==> src/rtl/alarm_ctrl_pkg.sv <==
// Shared types and limits for the alarm controller.
// Optional macro HOURLY_CHIME_EN is consumed in alarm_ctrl.sv.
package alarm_pkg;
    typedef enum logic [1:0] {
        IDLE    = 2'd0,
        RINGING = 2'd1,
        SNOOZE  = 2'd2
    } state_t;

    localparam int               BCD_W    = 8;
    localparam logic [BCD_W-1:0] HOUR_MAX = 8'h23;
    localparam logic [BCD_W-1:0] MIN_MAX  = 8'h59;

    // Width of a counter that must hold values 0..n (at least one bit).
    function automatic int cnt_w(input int n);
        return (n < 2) ? 1 : $clog2(n + 1);
    endfunction
endpackage

==> src/rtl/alarm_ctrl_if.sv <==
// Time, key and buzzer-side signals of the alarm controller.
interface alarm_ctrl_if;
    logic       clk1hz;
    logic [7:0] cur_hour;
    logic [7:0] cur_min;
    logic [7:0] cur_sec;
    logic       alarm_on;
    logic       set_mode;
    logic       key_hour_inc;
    logic       key_min_inc;
    logic       key_stop;
    logic       key_snooze;
    logic       beepen;
    logic       ringing;
    logic [7:0] alarm_hour;
    logic [7:0] alarm_min;

    modport master (
        output clk1hz, cur_hour, cur_min, cur_sec, alarm_on, set_mode,
               key_hour_inc, key_min_inc, key_stop, key_snooze,
        input  beepen, ringing, alarm_hour, alarm_min
    );
    modport slave (
        input  clk1hz, cur_hour, cur_min, cur_sec, alarm_on, set_mode,
               key_hour_inc, key_min_inc, key_stop, key_snooze,
        output beepen, ringing, alarm_hour, alarm_min
    );
endinterface

==> src/rtl/alarm_ctrl_bcd_wrap_inc.sv <==
// Combinational two-digit BCD increment that wraps to 00 past i_max.
import alarm_pkg::*;

module bcd_wrap_inc (
    input  logic [BCD_W-1:0] i_val,
    input  logic [BCD_W-1:0] i_max,
    output logic [BCD_W-1:0] o_next
);
    logic [3:0] w_hi;
    logic [3:0] w_lo;

    assign w_hi = i_val[7:4];
    assign w_lo = i_val[3:0];

    // Any malformed digit also collapses to 00 so the output is always legal BCD.
    always_comb begin
        o_next = '0;
        if (w_hi > 4'd9 || w_lo > 4'd9 || i_val >= i_max)
            o_next = '0;
        else if (w_lo == 4'd9)
            o_next = {w_hi + 4'd1, 4'd0};
        else
            o_next = {w_hi, w_lo + 4'd1};
    end
endmodule

==> src/rtl/alarm_ctrl.sv <==
// Alarm controller: BCD alarm edit, match trigger, ring/snooze FSM driving beepen.
// Define HOURLY_CHIME_EN to add a single beepen pulse on each hour while idle.
import alarm_pkg::*;

module alarm_ctrl #(
    parameter int         RING_REPEATS       = 4,
    parameter int         BURST_PERIOD_S     = 8,
    parameter int         SNOOZE_S           = 300,
    parameter logic [7:0] DEFAULT_ALARM_HOUR = 8'h07,
    parameter logic [7:0] DEFAULT_ALARM_MIN  = 8'h00
) (
    input  logic          clk50mhz,
    input  logic          rst_n,
    alarm_ctrl_if.slave   bus
);
    localparam int SEC_W   = cnt_w(BURST_PERIOD_S - 1);
    localparam int BURST_W = cnt_w(RING_REPEATS);
    localparam int SNZ_W   = cnt_w(SNOOZE_S);
    localparam logic [SEC_W-1:0]   L_SEC_LAST = SEC_W'(BURST_PERIOD_S - 1);
    localparam logic [BURST_W-1:0] L_REPEATS  = BURST_W'(RING_REPEATS);
    localparam logic [SNZ_W-1:0]   L_SNOOZE   = SNZ_W'(SNOOZE_S);

    // Bit order: {clk1hz, hour_inc, min_inc, stop, snooze}
    logic [4:0] w_raw, w_rise;
    logic [4:0] r_s1, r_s2, r_s3;
    logic       w_tick, w_hour_rise, w_min_rise, w_stop_rise, w_snooze_rise;

    assign w_raw  = {bus.clk1hz, bus.key_hour_inc, bus.key_min_inc, bus.key_stop, bus.key_snooze};
    assign w_rise = r_s2 & ~r_s3;
    assign {w_tick, w_hour_rise, w_min_rise, w_stop_rise, w_snooze_rise} = w_rise;

    always_ff @(posedge clk50mhz or negedge rst_n) begin
        if (!rst_n) begin
            r_s1 <= '0;
            r_s2 <= '0;
            r_s3 <= '0;
        end else begin
            r_s1 <= w_raw;
            r_s2 <= r_s1;
            r_s3 <= r_s2;
        end
    end

    logic [BCD_W-1:0] r_alarm_hour, r_alarm_min, w_hour_next, w_min_next;

    bcd_wrap_inc u_hour_inc (.i_val(r_alarm_hour), .i_max(HOUR_MAX), .o_next(w_hour_next));
    bcd_wrap_inc u_min_inc  (.i_val(r_alarm_min),  .i_max(MIN_MAX),  .o_next(w_min_next));

    always_ff @(posedge clk50mhz or negedge rst_n) begin
        if (!rst_n) begin
            r_alarm_hour <= DEFAULT_ALARM_HOUR;
            r_alarm_min  <= DEFAULT_ALARM_MIN;
        end else if (bus.set_mode) begin
            if (w_hour_rise) r_alarm_hour <= w_hour_next;
            if (w_min_rise)  r_alarm_min  <= w_min_next;
        end
    end

    // The first cycle after reset loads both edge stages with the same sample,
    // so a condition already true at release is not seen as a rising edge.
    logic w_match, r_match, r_match_d, r_primed, w_match_rise;
    assign w_match = bus.alarm_on && bus.cur_hour == r_alarm_hour &&
                     bus.cur_min == r_alarm_min && bus.cur_sec == 8'h00;
    assign w_match_rise = r_match & ~r_match_d;

    always_ff @(posedge clk50mhz or negedge rst_n) begin
        if (!rst_n) begin
            r_primed  <= 1'b0;
            r_match   <= 1'b0;
            r_match_d <= 1'b0;
        end else begin
            r_primed  <= 1'b1;
            r_match   <= w_match;
            r_match_d <= r_primed ? r_match : w_match;
        end
    end

`ifdef HOURLY_CHIME_EN
    logic w_chime, r_chime, r_chime_d, w_chime_rise;
    assign w_chime      = bus.cur_min == 8'h00 && bus.cur_sec == 8'h00;
    assign w_chime_rise = r_chime & ~r_chime_d;

    always_ff @(posedge clk50mhz or negedge rst_n) begin
        if (!rst_n) begin
            r_chime   <= 1'b0;
            r_chime_d <= 1'b0;
        end else begin
            r_chime   <= w_chime;
            r_chime_d <= r_primed ? r_chime : w_chime;
        end
    end
`endif

    state_t             r_state;
    logic               r_beepen;
    logic [SEC_W-1:0]   r_sec_cnt;
    logic [BURST_W-1:0] r_burst_cnt;
    logic [SNZ_W-1:0]   r_snooze_cnt;

    always_ff @(posedge clk50mhz or negedge rst_n) begin
        if (!rst_n) begin
            r_state      <= IDLE;
            r_beepen     <= 1'b0;
            r_sec_cnt    <= '0;
            r_burst_cnt  <= '0;
            r_snooze_cnt <= '0;
        end else begin
            r_beepen <= 1'b0;
            if (!bus.alarm_on) begin
                r_state      <= IDLE;
                r_sec_cnt    <= '0;
                r_burst_cnt  <= '0;
                r_snooze_cnt <= '0;
            end else begin
                case (r_state)
                    IDLE: begin
                        if (w_match_rise) begin
                            r_state     <= RINGING;
                            r_beepen    <= 1'b1;
                            r_burst_cnt <= BURST_W'(1);
                            r_sec_cnt   <= '0;
                        end
`ifdef HOURLY_CHIME_EN
                        else if (w_chime_rise) begin
                            r_beepen <= 1'b1;
                        end
`endif
                    end
                    RINGING: begin
                        if (w_stop_rise) begin
                            r_state <= IDLE;
                        end else if (w_snooze_rise) begin
                            r_state      <= SNOOZE;
                            r_snooze_cnt <= L_SNOOZE;
                        end else if (w_tick) begin
                            if (r_sec_cnt == L_SEC_LAST) begin
                                r_sec_cnt <= '0;
                                if (r_burst_cnt < L_REPEATS) begin
                                    r_beepen    <= 1'b1;
                                    r_burst_cnt <= r_burst_cnt + BURST_W'(1);
                                end else begin
                                    r_state <= IDLE;
                                end
                            end else begin
                                r_sec_cnt <= r_sec_cnt + SEC_W'(1);
                            end
                        end
                    end
                    SNOOZE: begin
                        if (w_stop_rise) begin
                            r_state <= IDLE;
                        end else if (w_tick) begin
                            r_snooze_cnt <= r_snooze_cnt - SNZ_W'(1);
                            if (r_snooze_cnt == SNZ_W'(1)) begin
                                r_state     <= RINGING;
                                r_beepen    <= 1'b1;
                                r_burst_cnt <= BURST_W'(1);
                                r_sec_cnt   <= '0;
                            end
                        end
                    end
                    default: r_state <= IDLE;
                endcase
            end
        end
    end

    assign bus.beepen     = r_beepen;
    assign bus.ringing    = (r_state != IDLE);
    assign bus.alarm_hour = r_alarm_hour;
    assign bus.alarm_min  = r_alarm_min;
endmodule
==> src/flat_wrapper.sv <==
// flat-port wrapper written by rule: the top's interface ports become plain ports
module alarm_ctrl_flat 
#(
    parameter int         RING_REPEATS       = 4,
    parameter int         BURST_PERIOD_S     = 8,
    parameter int         SNOOZE_S           = 300,
    parameter logic [7:0] DEFAULT_ALARM_HOUR = 8'h07,
    parameter logic [7:0] DEFAULT_ALARM_MIN  = 8'h00
)
  (clk50mhz, rst_n, bus_clk1hz, bus_cur_hour, bus_cur_min, bus_cur_sec, bus_alarm_on, bus_set_mode, bus_key_hour_inc, bus_key_min_inc, bus_key_stop, bus_key_snooze, bus_beepen, bus_ringing, bus_alarm_hour, bus_alarm_min);
  alarm_ctrl_if bus_i ();
  input  logic clk50mhz;
  input  logic rst_n;
  input wire logic [$bits(bus_i.clk1hz)-1:0] bus_clk1hz;
  input wire logic [$bits(bus_i.cur_hour)-1:0] bus_cur_hour;
  input wire logic [$bits(bus_i.cur_min)-1:0] bus_cur_min;
  input wire logic [$bits(bus_i.cur_sec)-1:0] bus_cur_sec;
  input wire logic [$bits(bus_i.alarm_on)-1:0] bus_alarm_on;
  input wire logic [$bits(bus_i.set_mode)-1:0] bus_set_mode;
  input wire logic [$bits(bus_i.key_hour_inc)-1:0] bus_key_hour_inc;
  input wire logic [$bits(bus_i.key_min_inc)-1:0] bus_key_min_inc;
  input wire logic [$bits(bus_i.key_stop)-1:0] bus_key_stop;
  input wire logic [$bits(bus_i.key_snooze)-1:0] bus_key_snooze;
  output wire logic [$bits(bus_i.beepen)-1:0] bus_beepen;
  output wire logic [$bits(bus_i.ringing)-1:0] bus_ringing;
  output wire logic [$bits(bus_i.alarm_hour)-1:0] bus_alarm_hour;
  output wire logic [$bits(bus_i.alarm_min)-1:0] bus_alarm_min;
  assign bus_i.clk1hz = bus_clk1hz;
  assign bus_i.cur_hour = bus_cur_hour;
  assign bus_i.cur_min = bus_cur_min;
  assign bus_i.cur_sec = bus_cur_sec;
  assign bus_i.alarm_on = bus_alarm_on;
  assign bus_i.set_mode = bus_set_mode;
  assign bus_i.key_hour_inc = bus_key_hour_inc;
  assign bus_i.key_min_inc = bus_key_min_inc;
  assign bus_i.key_stop = bus_key_stop;
  assign bus_i.key_snooze = bus_key_snooze;
  assign bus_beepen = bus_i.beepen;
  assign bus_ringing = bus_i.ringing;
  assign bus_alarm_hour = bus_i.alarm_hour;
  assign bus_alarm_min = bus_i.alarm_min;
  alarm_ctrl #(.RING_REPEATS(RING_REPEATS), .BURST_PERIOD_S(BURST_PERIOD_S), .SNOOZE_S(SNOOZE_S), .DEFAULT_ALARM_HOUR(DEFAULT_ALARM_HOUR), .DEFAULT_ALARM_MIN(DEFAULT_ALARM_MIN)) u_core (.clk50mhz(clk50mhz), .rst_n(rst_n), .bus(bus_i));
endmodule
==> config.mk <==
export PLATFORM = sky130hd
export DESIGN_NAME = alarm_ctrl_flat
export DESIGN_NICKNAME = d
export VERILOG_FILES = /design/src/rtl/alarm_ctrl_pkg.sv /design/src/rtl/alarm_ctrl_if.sv /design/src/rtl/alarm_ctrl_bcd_wrap_inc.sv /design/src/rtl/alarm_ctrl.sv /design/src/flat_wrapper.sv
export SDC_FILE = /design/constraint.sdc
export NUM_CORES = 1
export LEC_CHECK = 0
export CAP_MARGIN = 20
export CORE_MARGIN = 1
export CORE_UTILIZATION = 55
export CTS_CLUSTER_DIAMETER = 30
export DETAILED_ROUTE_END_ITERATION = 12
export DONT_BUFFER_PORTS = 1
export PLACE_DENSITY = 0.71
export SYNTH_ARGS = -nofsm -noshare
export SYNTH_HDL_FRONTEND = slang
export SYNTH_SLANG_ARGS = --single-unit
==> constraint.sdc <==
create_clock -name clk50mhz -period 4.75 [get_ports clk50mhz]
set_clock_uncertainty 0.05 [all_clocks]
set_input_delay 1.425 -clock clk50mhz [delete_from_list [all_inputs] [get_ports clk50mhz]]
set_output_delay 1.425 -clock clk50mhz [all_outputs]
set_load 0.05 [all_outputs]
Yosys cells after proc, flatten, opt, wreduce, memory -nomap -nowiden. Cells that the tools add are included.

Word-level logic and storage cells: 132. Output and inout port bits: 18. Register bits after elaboration: 52.

Reduce and logical (&&, ||, !) cells: 20. Muxes and demuxes: 54. Bitwise gates (word level): 4. Magnitude comparators: 7. Add/sub/neg operators: 7. Equality and inequality tests: 25.

Operator list (count): two-way mux 3 bit (19); two-way mux 9 bit (5); two-way mux 8 bit (4); inequality test 3 x 2 -> 1 bit (second input constant) (7); two-way mux 2 bit (10); case mux 3 bit (3 select lines) (2); case mux 9 bit (2 select lines) (1); adder 4 x 1 -> 4 bit (second input constant) (4); == test 8 bit (2); greater-than comparator 4 bit (second input constant) (4); two-way mux 1 bit (11); inequality test 5 x 2 -> 1 bit (second input constant) (2); AND reduction 10 bit (1); == test 9 x 1 -> 1 bit (second input constant) (1); inequality test 3 bit (second input constant) (3); subtractor 9 x 1 -> 9 bit (second input constant) (1); == test 4 bit (second input constant) (2); greater-or-equal comparator 8 x 6 -> 1 bit (second input constant) (1); greater-or-equal comparator 8 x 7 -> 1 bit (second input constant) (1); zero test 8 bit (1); inequality test 4 x 2 -> 1 bit (second input constant) (2); AND reduction 8 bit (1); adder 3 x 1 -> 3 bit (second input constant) (2); case mux 2 bit (3 select lines) (1); other kinds (20) (29).

Depth between registers and ports, before layout.
Depth after elaboration: 8. Mapped depth: 7.

Hierarchy. A second synthesis with hierarchy kept.

Cell total of the unflattened synthesis: 337. Area, all modules: 3355.7 um2.

By module, submodules not included: alarm_ctrl (area an instance 2469.9 um2, instances 1, cells an instance 217); bcd_wrap_inc (area an instance 442.9 um2, instances 2, cells an instance 60).

Least setup slack after synthesis. No wires, ideal clock.

Path kind: input-to-reg. From: input port bus_cur_sec[0]. To: register u_core.r_match_d. Data arrival time: 2.661 ns. Setup time: 0.066 ns. Required time: 4.634 ns. Stages: 4. Slack: 1.974 ns. Path through: or4_1 > or3_1 > nor4_2 > mux2_1.

Longest elaborated chain between the ends: 3.

RTL lines: from (decl) (RTL line flat_wrapper.sv:17) `input wire logic [$bits(bus_i.cur_sec)-1:0] bus_cur_sec;`; zero test 8 bit (RTL line alarm_ctrl.sv:63) `bus.cur_min == r_alarm_min && bus.cur_sec == 8'h00;`; logical AND 1 bit (RTL line alarm_ctrl.sv:63); named net u_core.w_match (RTL line alarm_ctrl.sv:61) `logic w_match, r_match, r_match_d, r_primed, w_match_rise;`; two-way mux 1 bit (RTL line alarm_ctrl.sv:74) `r_match_d <= r_primed ? r_match : w_match;`; to (signal assigned) (RTL line alarm_ctrl.sv:74); to (decl) (RTL line alarm_ctrl.sv:61).

The timed path passes the listed nets, and every way through them passes these cells. A chain may end at the register's enable or synchronous reset.

Worst setup path after layout.
From: register u_core.r_state[1]. To: output port bus_ringing.

Longest elaborated chain between the ends: 1.

RTL lines: from (decl) (RTL line alarm_ctrl.sv:94) `state_t r_state;`; from (signal assigned) (RTL line alarm_ctrl.sv:102) `r_state <= IDLE;`; from (signal assigned) (RTL line alarm_ctrl.sv:110) `r_state <= IDLE;`; from (signal assigned) (RTL line alarm_ctrl.sv:118) `r_state <= RINGING;`; nonzero test 2 bit (RTL line alarm_ctrl.sv:169) `assign bus.ringing = (r_state != IDLE);`; to (decl) (RTL line flat_wrapper.sv:25) `output wire logic [$bits(bus_i.ringing)-1:0] bus_ringing;`.

Every way passes these cells.

==> out/qor.yml <==
grt:
  first_global_vias: 1887
  antenna_found_initial: 0
  overflow: 0
  grt_start_max_net_pins: 53
  grt_usage: 0.2145
  grt_pass1_wl_um: 8618
synth:
  synth_nets: 313
  yosysWarnings: 0
  syn_area_um2: 2686
  avgSynthCellArea_um2: 9.986
  synth_compound_area_frac: 0.1430
  synth.top_cell.area_share: 0.4565
  yosys_most_used_dff: "dfrtp_1"
  syn_inst: 269
  async_flop_share: 1.000
  post-synth-top-area-cell: "dfrtp_1"
  synthTopCellsByCount: "dfrtp_1 (49), nand2_1 (32), o21ai_0 (18)"
  ys_top_cells_by_area: "dfrtp_1 (46%), ha_1 (5.1%), nand2_1 (4.5%)"
  synth_top_family_by_area: "simple AND/OR/NAND/NOR gates"
  synth_fa_ha_area_frac: 0.05496
  synth_edf_count: 0
  synth_seq_cells: 52
  synth-xor-area-share: 0.06847
  synth-simple-area-share: 0.2026
  ys_seq_area_frac: 0.4858
  ys_types: 46
  synthMuxAreaShare: 0.01164
  yosysMostFrequentCell: "dfrtp_1"
flow_run:
  maxCapViolCount: 0
cts:
  hold_buffers: 0
  cts.repair.resized: 0
  cts_buffer_depth: 2
  insertion_delay_ps: 300
  postCtsSetupBuffers: 0
  clockRootBuffer: "clkbuf_8"
  h-tree-depth: 2
  cts_sinks: 52
  cts_buffers: 5
  cts_tree: "yes"
  cts.clk_slew.worst_paths_ps: 100
routing:
  wl_per_cell_um: 15.07
  drcViolationCount: 0
  routed_wl_um: 5047
  drt_iter0_markers: 128
  vias: 1905
  detail-route-antenna-nets: 0
  dr.pass1.iters: 4
  vias_per_cell: 5.687
worst_setup_path:
  cp.required_ps: 3270
  critPathKind: "register to output pin"
  crit_path_end: "bus_ringing"
  cp-start-kind: "register"
  reg2reg_slack_ps: 2300
  critPathMaxFanout: 7
  crit_path_start: "u_core.r_state[1]"
  arrival_ps: 1280
  r2r_end: "u_core.bus.alarm_hour[2]"
  end_kind: "output pin"
  rr_startpoint: "u_core.bus.alarm_hour[4]"
  worstRegToRegCells: 6
placement:
  gp_congestion: 0.8160
  portBuffers: 0
  placed_cells: 327
  place_ws_ps: 1912
  hpwlAfterDp_um: 3683
min_path:
  hold_path_depth: 0
  hold_class: "register to register"
floorplan:
  io-pin-count: 51
  dieHeight_um: 71.89
  die_w_um: 71.89
  core_um2: 4723
  die_area_um2: 5167
  num_rows: 25
  initial_core_util: 0.5687
sta:
  fmax_mhz: 362.4
  tns_ps: 0
  whs_ps: 305.0
  worst_slack_ps: 1991
  slew_viol_final: 0
  setup_viol: 0
  worstMarginPinSlew_ps: 747.1
  finalCriticalPeriod_ps: 2759
  rsz0062_at_grt: "false"
  period_share: 0.5809
  slew-limit-headroom: 0.5019
  finalHoldViolations: 0
status:
  outcome: "finished clean"
final_layout:
  fillCellCount: 392
  syn_to_final_growth_pct: 5.217
  fin_nets: 311
  final_layout_size_suffix_gt1_frac: 0.09701
  utilization: 0.5984
  fin_cells: 335
  diodes: 0
power_and_ir_drop:
  ir_drop_mv: 0.2870
  power.density_nw_per_um2: 446.4
  p_leak_nw: 1.202
## per-stage QoR
stage	instance area [um^2]	power, W
2_1_floorplan	2686	0.0009634
6_report	2826	0.001262
3_5_place_dp	2736	0.001021
4_1_cts	2826	0.001273
5_1_grt	2826	0.001335
3_3_place_gp	2736	0.001013
## layout by cell type (no fill, tap or decap), types with 3 or more instances in the layout
cell type,count
dfrtp_1,49
nand2_1,32
o21ai_0,18
inv_1,14
nor2_1,14
xor2_1,13
a21oi_1,12
ha_1,11
nor2b_1,10
nand3_1,9
xnor2_1,8
nor3_1,5
nor4_1,5
nand2b_1,5
clkbuf_8,5
or4_1,4
or3_1,4
and2_1,4
nand4_1,3
o221a_2,3
a31o_2,3
dfstp_2,3
## worst max-delay path, stage by stage, from the launching register on
cell and delay (ps):
dfrtp_1 480, inv_1 120, nand2_1 380
## logic make-up after synthesis
group           count (synthesis)
simple gates                  102
flops                          52
xor+xnor                       21
mux                             3
compound gates                 55
buf+inv                        23
other cells                     1
fa+ha+maj                      12
## metal layers
layer	track usage	share of wire	up-vias
met5	0	0	-
met4	0.04575	0.0091	0
met3	0.03938	0.028	8
met2	0.3627	0.49	29
met1	0.2912	0.47	930
li1	-	-	938
## how the worst min path moves through the flow
stage | from | end | slack, ps
after global routing | u_core.r_s1[1] | u_core.r_s2[1] | 310
after detailed placement | u_core.r_s1[1] | u_core.r_s2[1] | 290
after global placement | u_core.r_s1[2] | u_core.r_s2[2] | 280
final | u_core.r_s1[1] | u_core.r_s2[1] | 300
after floorplan | u_core.r_s1[0] | u_core.r_s2[0] | 280
after CTS | u_core.r_s1[1] | u_core.r_s2[1] | 310
## report_power, final
part	total (W)	leakage, nW	switching (W)	internal (W)
clock	0.000250	0.0445	0.000145	0.000105
combinational	0.000227	0.506	0.000116	0.000111
sequential	0.000785	0.651	0.000279	0.000506
## state kept, by name, indices dropped and copies added, names as in the netlist, 2 cells and up
register / cells
u_core.r_snooze_cnt: 9
u_core.bus.alarm_hour: 8
u_core.bus.alarm_min: 8
u_core.r_s1: 5
u_core.r_s2: 5
u_core.r_s3: 5
u_core.r_burst_cnt: 3
u_core.r_sec_cnt: 3
u_core.r_state: 2
## final cells by class
cell class	instances	area, um^2	area share
clock buffer	5	68.82	0.02435
clock inverter	3	21.27	0.007525
inverter	14	52.55	0.01859
multi-input combinational	194	1295	0.4582
sequential	52	1305	0.4617
tap	67	83.83	0.02966
(Power assumes the default switching activity.)
